File: config.mk
export PLATFORM = sky130hd
export DESIGN_NAME = lbus_host_master_flat
export DESIGN_NICKNAME = d
export VERILOG_FILES = /design/src/rtl/lbus_host_pkg.sv /design/src/rtl/lbus_host_master_if.sv /design/src/rtl/lbus_phase_timer.sv /design/src/rtl/lbus_host_master.sv /design/src/flat_wrapper.sv
export SDC_FILE = /design/constraint.sdc
export NUM_CORES = 1
export LEC_CHECK = 0
export CAP_MARGIN = 10
export CORE_ASPECT_RATIO = 0.7
export CORE_MARGIN = 3
export CORE_UTILIZATION = 51
export CTS_CLUSTER_DIAMETER = 60
export DETAILED_ROUTE_END_ITERATION = 10
export HOLD_SLACK_MARGIN = 0.1
export PLACE_DENSITY = 0.85
export SYNTH_ARGS = -nofsm -noshare
export SYNTH_HDL_FRONTEND = slang
export SYNTH_SLANG_ARGS = --single-unit
File: constraint.sdc
create_clock -name clk -period 2.53 [get_ports clk]
set_input_delay 0.759 -clock clk [delete_from_list [all_inputs] [get_ports clk]]
set_output_delay 0.759 -clock clk [all_outputs]
set_load 0.05 [all_outputs]
File: src/rtl/lbus_host_pkg.sv
// Shared widths, FSM state encoding and default timing for the local-bus host master.
package lbus_host_pkg;

    localparam int LBUS_AW = 16;
    localparam int LBUS_DW = 16;

    localparam int DEF_ADDR_SETUP = 1;
    localparam int DEF_WR_PULSE   = 2;
    localparam int DEF_RD_WAIT    = 3;
    localparam int DEF_TURNAROUND = 1;
    localparam int DEF_POLL_MAX   = 1024;

    typedef enum logic [2:0] {
        ST_IDLE,
        ST_ADDR,
        ST_WDATA,
        ST_RSTB,
        ST_TURN,
        ST_RSP
    } state_t;

    function automatic int max4(input int a, input int b, input int c, input int d);
        int m;
        m = a;
        if (b > m) m = b;
        if (c > m) m = c;
        if (d > m) m = d;
        return m;
    endfunction

    // Bits needed to hold values 0..n-1, never less than one.
    function automatic int cnt_width(input int n);
        return (n > 1) ? $clog2(n) : 1;
    endfunction

endpackage

File: src/rtl/lbus_host_master_if.sv
// Host command/response and local-bus pins of the host master; poll fields exist only with LBUS_POLL_EN.
interface lbus_host_master_if;
    import lbus_host_pkg::*;

    logic               cmd_valid;
    logic               cmd_ready;
    logic               cmd_write;
    logic [LBUS_AW-1:0] cmd_addr;
    logic [LBUS_DW-1:0] cmd_wdata;
`ifdef LBUS_POLL_EN
    logic               cmd_poll;
    logic [LBUS_DW-1:0] cmd_mask;
`endif
    logic               rsp_valid;
    logic [LBUS_DW-1:0] rsp_rdata;
    logic               rsp_timeout;
    logic               busy;
    logic [LBUS_AW-1:0] lbus_di_a;
    logic               lbus_wrn;
    logic               lbus_rdn;
    logic [LBUS_DW-1:0] lbus_do;

    modport master (
`ifdef LBUS_POLL_EN
        input  cmd_poll, cmd_mask,
`endif
        input  cmd_valid, cmd_write, cmd_addr, cmd_wdata, lbus_do,
        output cmd_ready, rsp_valid, rsp_rdata, rsp_timeout, busy,
        output lbus_di_a, lbus_wrn, lbus_rdn
    );

    modport slave (
`ifdef LBUS_POLL_EN
        output cmd_poll, cmd_mask,
`endif
        output cmd_valid, cmd_write, cmd_addr, cmd_wdata, lbus_do,
        input  cmd_ready, rsp_valid, rsp_rdata, rsp_timeout, busy,
        input  lbus_di_a, lbus_wrn, lbus_rdn
    );

endinterface

File: src/rtl/lbus_phase_timer.sv
// Loadable phase down-counter: load N-1 on state entry, done_o is high on the phase's last cycle.
module lbus_phase_timer #(
    parameter int CW = 2
) (
    input  logic          clk,
    input  logic          rst,
    input  logic          load_i,
    input  logic [CW-1:0] load_val_i,
    output logic          done_o
);

    logic [CW-1:0] cnt_q, cnt_d;

    always_comb begin
        cnt_d = cnt_q;
        if (load_i)
            cnt_d = load_val_i;
        else if (cnt_q != '0)
            cnt_d = cnt_q - CW'(1);
    end

    always_ff @(posedge clk) begin
        if (rst)
            cnt_q <= '0;
        else
            cnt_q <= cnt_d;
    end

    assign done_o = (cnt_q == '0);

endmodule

File: src/rtl/lbus_host_master.sv
// Local-bus initiator: one host command -> timed ADDR/WDATA|RSTB/TURN cycle, one-cycle rsp pulse (write rsp cycle 5, read cycle 6 at defaults).
// Accepts a new command only in IDLE; the response has no backpressure. LBUS_POLL_EN adds repeated-read polling.
module lbus_host_master
    import lbus_host_pkg::*;
#(
    parameter int ADDR_SETUP = DEF_ADDR_SETUP,
    parameter int WR_PULSE   = DEF_WR_PULSE,
    parameter int RD_WAIT    = DEF_RD_WAIT,
    parameter int TURNAROUND = DEF_TURNAROUND
`ifdef LBUS_POLL_EN
  , parameter int POLL_MAX   = DEF_POLL_MAX
`endif
) (
    input  logic               clk,
    input  logic               rst,
    lbus_host_master_if.master bus
);

    localparam int TMAX = max4(ADDR_SETUP, WR_PULSE, RD_WAIT, TURNAROUND);
    localparam int CW   = cnt_width(TMAX);

    state_t             state_q;
    logic               wr_q;
    logic [LBUS_AW-1:0] addr_q;
    logic [LBUS_DW-1:0] wdata_q;
    logic [LBUS_DW-1:0] rd_q;
    logic [LBUS_AW-1:0] di_a_q;
    logic               wrn_q, rdn_q;
    logic               ready_q, busy_q;
    logic               rsp_valid_q;
    logic [LBUS_DW-1:0] rsp_rdata_q;

    logic               accept;
    logic               tmr_load, tmr_done;
    logic [CW-1:0]      tmr_val;
    logic               poll_again;

    assign accept = bus.cmd_valid & ready_q;

`ifdef LBUS_POLL_EN
    localparam int AW_ATT = cnt_width(POLL_MAX + 1);
    logic               poll_q;
    logic [LBUS_DW-1:0] mask_q;
    logic [AW_ATT-1:0]  att_q;
    logic               rsp_to_q;
    logic               poll_hit;

    assign poll_hit   = (((rd_q ^ wdata_q) & mask_q) == '0);
    assign poll_again = poll_q & ~poll_hit & (att_q != AW_ATT'(POLL_MAX));
`else
    assign poll_again = 1'b0;
`endif

    always_comb begin
        tmr_load = 1'b0;
        tmr_val  = '0;
        case (state_q)
            ST_IDLE: begin
                tmr_load = accept;
                tmr_val  = CW'(ADDR_SETUP - 1);
            end
            ST_ADDR: begin
                tmr_load = tmr_done;
                tmr_val  = wr_q ? CW'(WR_PULSE - 1) : CW'(RD_WAIT - 1);
            end
            ST_WDATA, ST_RSTB: begin
                tmr_load = tmr_done;
                tmr_val  = CW'(TURNAROUND - 1);
            end
            ST_TURN: begin
                tmr_load = tmr_done;
                tmr_val  = CW'(ADDR_SETUP - 1);
            end
            default: ;
        endcase
    end

    lbus_phase_timer #(.CW(CW)) u_timer (
        .clk        (clk),
        .rst        (rst),
        .load_i     (tmr_load),
        .load_val_i (tmr_val),
        .done_o     (tmr_done)
    );

    always_ff @(posedge clk) begin
        if (rst) begin
            state_q     <= ST_IDLE;
            wr_q        <= 1'b0;
            addr_q      <= '0;
            wdata_q     <= '0;
            rd_q        <= '0;
            di_a_q      <= '0;
            wrn_q       <= 1'b1;
            rdn_q       <= 1'b1;
            ready_q     <= 1'b0;
            busy_q      <= 1'b0;
            rsp_valid_q <= 1'b0;
            rsp_rdata_q <= '0;
`ifdef LBUS_POLL_EN
            poll_q      <= 1'b0;
            mask_q      <= '0;
            att_q       <= '0;
            rsp_to_q    <= 1'b0;
`endif
        end else begin
            rsp_valid_q <= 1'b0;
            case (state_q)
                ST_IDLE: begin
                    ready_q <= 1'b1;
                    if (accept) begin
                        ready_q <= 1'b0;
                        busy_q  <= 1'b1;
                        state_q <= ST_ADDR;
                        addr_q  <= bus.cmd_addr;
                        wdata_q <= bus.cmd_wdata;
                        di_a_q  <= bus.cmd_addr;
`ifdef LBUS_POLL_EN
                        wr_q    <= bus.cmd_write & ~bus.cmd_poll;
                        poll_q  <= bus.cmd_poll;
                        mask_q  <= bus.cmd_mask;
                        att_q   <= AW_ATT'(1);
`else
                        wr_q    <= bus.cmd_write;
`endif
                    end
                end
                ST_ADDR: begin
                    if (tmr_done) begin
                        if (wr_q) begin
                            state_q <= ST_WDATA;
                            di_a_q  <= wdata_q;
                            wrn_q   <= 1'b0;
                        end else begin
                            state_q <= ST_RSTB;
                            rdn_q   <= 1'b0;
                        end
                    end
                end
                ST_WDATA: begin
                    if (tmr_done) begin
                        state_q <= ST_TURN;
                        wrn_q   <= 1'b1;
                    end
                end
                ST_RSTB: begin
                    if (tmr_done) begin
                        state_q <= ST_TURN;
                        rdn_q   <= 1'b1;
                        rd_q    <= bus.lbus_do;
                    end
                end
                ST_TURN: begin
                    if (tmr_done) begin
                        if (poll_again) begin
                            state_q <= ST_ADDR;
                            di_a_q  <= addr_q;
`ifdef LBUS_POLL_EN
                            att_q   <= att_q + AW_ATT'(1);
`endif
                        end else begin
                            state_q     <= ST_RSP;
                            rsp_valid_q <= 1'b1;
                            rsp_rdata_q <= wr_q ? '0 : rd_q;
`ifdef LBUS_POLL_EN
                            rsp_to_q    <= poll_q & ~poll_hit;
`endif
                        end
                    end
                end
                ST_RSP: begin
                    state_q <= ST_IDLE;
                    ready_q <= 1'b1;
                    busy_q  <= 1'b0;
                end
                default: state_q <= ST_IDLE;
            endcase
        end
    end

    assign bus.cmd_ready = ready_q;
    assign bus.rsp_valid = rsp_valid_q;
    assign bus.rsp_rdata = rsp_rdata_q;
    assign bus.busy      = busy_q;
    assign bus.lbus_di_a = di_a_q;
    assign bus.lbus_wrn  = wrn_q;
    assign bus.lbus_rdn  = rdn_q;
`ifdef LBUS_POLL_EN
    assign bus.rsp_timeout = rsp_to_q;
`else
    assign bus.rsp_timeout = 1'b0;
`endif

endmodule
File: src/flat_wrapper.sv
// flat-port wrapper written by rule: the top's interface ports become plain ports
module lbus_host_master_flat import lbus_host_pkg::*;
#(
    parameter int ADDR_SETUP = DEF_ADDR_SETUP,
    parameter int WR_PULSE   = DEF_WR_PULSE,
    parameter int RD_WAIT    = DEF_RD_WAIT,
    parameter int TURNAROUND = DEF_TURNAROUND

)
  (clk, rst, bus_cmd_valid, bus_cmd_write, bus_cmd_addr, bus_cmd_wdata, bus_lbus_do, bus_cmd_ready, bus_rsp_valid, bus_rsp_rdata, bus_rsp_timeout, bus_busy, bus_lbus_di_a, bus_lbus_wrn, bus_lbus_rdn);
  lbus_host_master_if bus_i ();
  input  logic clk;
  input  logic rst;
  input wire logic [$bits(bus_i.cmd_valid)-1:0] bus_cmd_valid;
  input wire logic [$bits(bus_i.cmd_write)-1:0] bus_cmd_write;
  input wire logic [$bits(bus_i.cmd_addr)-1:0] bus_cmd_addr;
  input wire logic [$bits(bus_i.cmd_wdata)-1:0] bus_cmd_wdata;
  input wire logic [$bits(bus_i.lbus_do)-1:0] bus_lbus_do;
  output wire logic [$bits(bus_i.cmd_ready)-1:0] bus_cmd_ready;
  output wire logic [$bits(bus_i.rsp_valid)-1:0] bus_rsp_valid;
  output wire logic [$bits(bus_i.rsp_rdata)-1:0] bus_rsp_rdata;
  output wire logic [$bits(bus_i.rsp_timeout)-1:0] bus_rsp_timeout;
  output wire logic [$bits(bus_i.busy)-1:0] bus_busy;
  output wire logic [$bits(bus_i.lbus_di_a)-1:0] bus_lbus_di_a;
  output wire logic [$bits(bus_i.lbus_wrn)-1:0] bus_lbus_wrn;
  output wire logic [$bits(bus_i.lbus_rdn)-1:0] bus_lbus_rdn;
  assign bus_i.cmd_valid = bus_cmd_valid;
  assign bus_i.cmd_write = bus_cmd_write;
  assign bus_i.cmd_addr = bus_cmd_addr;
  assign bus_i.cmd_wdata = bus_cmd_wdata;
  assign bus_i.lbus_do = bus_lbus_do;
  assign bus_cmd_ready = bus_i.cmd_ready;
  assign bus_rsp_valid = bus_i.rsp_valid;
  assign bus_rsp_rdata = bus_i.rsp_rdata;
  assign bus_rsp_timeout = bus_i.rsp_timeout;
  assign bus_busy = bus_i.busy;
  assign bus_lbus_di_a = bus_i.lbus_di_a;
  assign bus_lbus_wrn = bus_i.lbus_wrn;
  assign bus_lbus_rdn = bus_i.lbus_rdn;
  lbus_host_master #(.ADDR_SETUP(ADDR_SETUP), .WR_PULSE(WR_PULSE), .RD_WAIT(RD_WAIT), .TURNAROUND(TURNAROUND)) u_core (.clk(clk), .rst(rst), .bus(bus_i));
endmodule
==> metrics <==
number of antenna violations at the first check in global routing=0; detail-routed net length per standard cell=16.0 um; biggest fanout along the worst timing path=6; period utilization=between 90% and 100%; drt via density=5.69; number of nets in the finished design=488; post-synth top area share=between 40% and 50%; final WL=8.23 mm; worst path bufs/invs=1; insertion delay to the later sink of the worst-skew pair=0.34 ns; die outline height=roughly 73 um; share of cells above drive strength 1=10.5%; post-layout util=72.9%; placement row count=23; list of most frequent post-synthesis cells=75 x dfxtp_1, 54 x nand2_1, 37 x a21oi_1; Hold Buf Count CTS=0; slew margin rel.=between 40% and 50%; initial standard-cell utilization of the core=54.5%; setup repair after global routing missed its margin=false; drt pass-1 iters=4; P&R area growth vs syn=33.6%; HPWL Detailed=5.66 mm; actual transition at the worst max-transition pin=0.777 ns; global routing usage summed across all routing layers=22.8%; standard cell with the maximum stage delay on the critical path=clkdlybuf4s50_1; leading cell type by number of instances after synthesis=dfxtp_1; Worst VDD drop=403 uV; routability congestion estimate=0.852; count of flip-flops with a built-in enable after synthesis=0; clock input transition at the sequential cells of the worst setup and hold paths=0.08 ns; kind of cell with the highest combined delay on the critical path=buffers and inverters; part of the Yosys area used for sequential elements=46.4%; cell count along the critical path=1; Pwr per Cell Area=858 mW/mm^2; Port Buffers=88; final total power=about 3.7 mW; post-synthesis area per instance=between 9 and 10 um^2; library cell occupying the most area in the post-synthesis netlist=dfxtp_1; number of global-route vias before repair=2,747; Max Freq=413 MHz; worst reg2reg path depth=3; setup clock skew after layout=0.00921 ns; total number of H-tree levels=3; cells traversed along the worst timing path=clkdlybuf4s50_1; CP required=1.77 ns; startpoint type of the worst setup path=flip-flop; launching point of the worst reg2reg path=u_core.state_q[0]; I/O pin count=90; standby leakage power=1.56 nW; Total Die Area=0.00735 mm^2; Worst Setup EP=bus_cmd_ready; count of clock tree sinks=75; count of mapped cells out of synthesis=358; Max Slew Vio Count=0; DRT antenna net count=0; max-cap viol count=0; final critical-path required period=2.42 ns; crit path DAT=1.66 ns; largest net degree at the start of global routing=31; Worst setup startpoint=u_core.bus.cmd_ready; Setup violations, final=0; remaining global-route overflow=0; main area contributors after synthesis=dfxtp_1 46%, nand2_1 6.3%, a21oi_1 5.7%, mux2i_1 5.6%, nand3_1 5.4%; cell at the root of the clock tree=clkbuf_8; FF+latch count, synth=75; total via count after detailed routing=about 3,000; CTS tree=done; capturing point of the worst reg2reg path=u_core.bus.lbus_di_a[1]; class of the tightest hold or removal check=flip-flop to flip-flop; maximum clock insertion buffer count=2; slack of the worst reg-to-reg path=between 0.6 and 0.7 ns; iteration-0 DRC count of the detailed router=about 150; Netlist Area Pre-Place=0.00323 mm^2; Net Count, Synth=about 410; final hold vios=0; fill cell instance count of the final layout=between 400 and 500; Crit Path Category=flip-flop to output port; Die Span X=101 um; buffers inserted during post-CTS setup optimization=0; YS warnings=0; Most used DFF post-synth=dfxtp_1; count of unresolved DRC violations after routing=0; distinct cell type count after synthesis=between 40 and 50; Inserted Clock Buffers=9; Setup TNS=0 ns; post-synthesis async set-or-reset flop share=0%; type of element capturing the critical path=output port; count of inserted antenna diode cells=0; delay contributed by the slowest stage of the critical path=0.86 ns; wire length of the first global-routing pass=13.1 mm; outcome=finished, final reports clean; post-CTS resize count=0; area of the core region=around 0.0059 mm^2
==> worst min-delay path by stage <==
stage                     depth (start not counted)            start              end  slack [ns]
after floorplan                                   2   u_core.rd_q[0]   u_core.rd_q[0]        0.44
after global placement                            2  u_core.rd_q[15]  u_core.rd_q[15]        0.44
after detailed placement                          2   u_core.rd_q[8]   u_core.rd_q[8]        0.45
after CTS                                         2  u_core.rd_q[12]  u_core.rd_q[12]        0.46
after global routing                              2  u_core.rd_q[11]  u_core.rd_q[11]        0.47
final                                             2   u_core.rd_q[9]   u_core.rd_q[9]        0.46
==> cell type report <==
type	instances	area (um^2)	share of cell area, %
Sequential cell	75	1500	34.8
Clock inverter	5	60.1	1.39
Clock buffer	11	151	3.51
Tap cell	75	93.8	2.17
Inverter	5	18.8	0.435
Multi-Input combinational cell	245	1540	35.5
Timing Repair Buffer	99	958	22.2
==> flip-flops by register name, summed over array words and instances, names as in the netlist <==
register,cells
u_core.bus.lbus_rdn,1
u_core.bus.rsp_valid,1
u_core.wdata_q,16
u_core.wr_q,1
u_core.bus.cmd_ready,1
u_core.u_timer.cnt_q,2
u_core.bus.lbus_wrn,1
u_core.state_q,3
u_core.bus.lbus_di_a,16
u_core.bus.rsp_rdata,16
u_core.rd_q,16
u_core.bus.busy,1
==> through the flow <==
stage | setup slack, ns | instances | hold slack [ns] | area (um^2)
2_1_floorplan | 0.851 | 358 | 0.436 | 3230
3_3_place_gp | 0.208 | 499 | 0.442 | 4110
3_5_place_dp | 0.140 | 499 | 0.448 | 4110
4_1_cts | 0.0911 | 515 | 0.458 | 4320
5_1_grt | 0.0559 | 515 | 0.471 | 4320
6_report | 0.109 | 515 | 0.455 | 4320
==> report_power, final <==
part	switching [mW]	internal, mW
Clock	0.442	0.513
Sequential	0.123	1.32
Combinational	0.777	0.530
==> cells by family after synthesis <==
group | Yosys count | synth area share (%)
AND/OR/NAND/NOR | 124 | 19.6
AO/OA/AOI/OAI | 101 | 21.7
flip-flops | 75 | 46.4
buffers and inverters | 38 | 6.23
multiplexers | 18 | 5.57
adder cells (fa/ha/maj) | 1 | 0.387
other | 1 | 0.116
==> cell usage in the layout (no fill, tap or decap), types with 11 or more instances in the layout <==
cell,count
a22o_1,16
dfxtp_1,75
a21oi_1,37
clkdlybuf4s50_1,87
o21ai_0,20
nand3_1,35
nand2_1,54
buf_4,11
mux2i_1,18
nor2b_1,16
clkbuf_8,11
==> routing by layer <==
| layer | vias to the layer above | wire (um) | GRT usage (%) |
|---|---|---|---|
| met5 | - | 0 | 0 |
| met4 | 0 | 103 | 6.93 |
| met3 | 11 | 521 | 6.69 |
| met2 | 98 | 3870 | 36.4 |
| met1 | 1403 | 3730 | 30.0 |
| li1 | 1420 | - | - |
No activity file was read; power rests on OpenSTA's default activity.
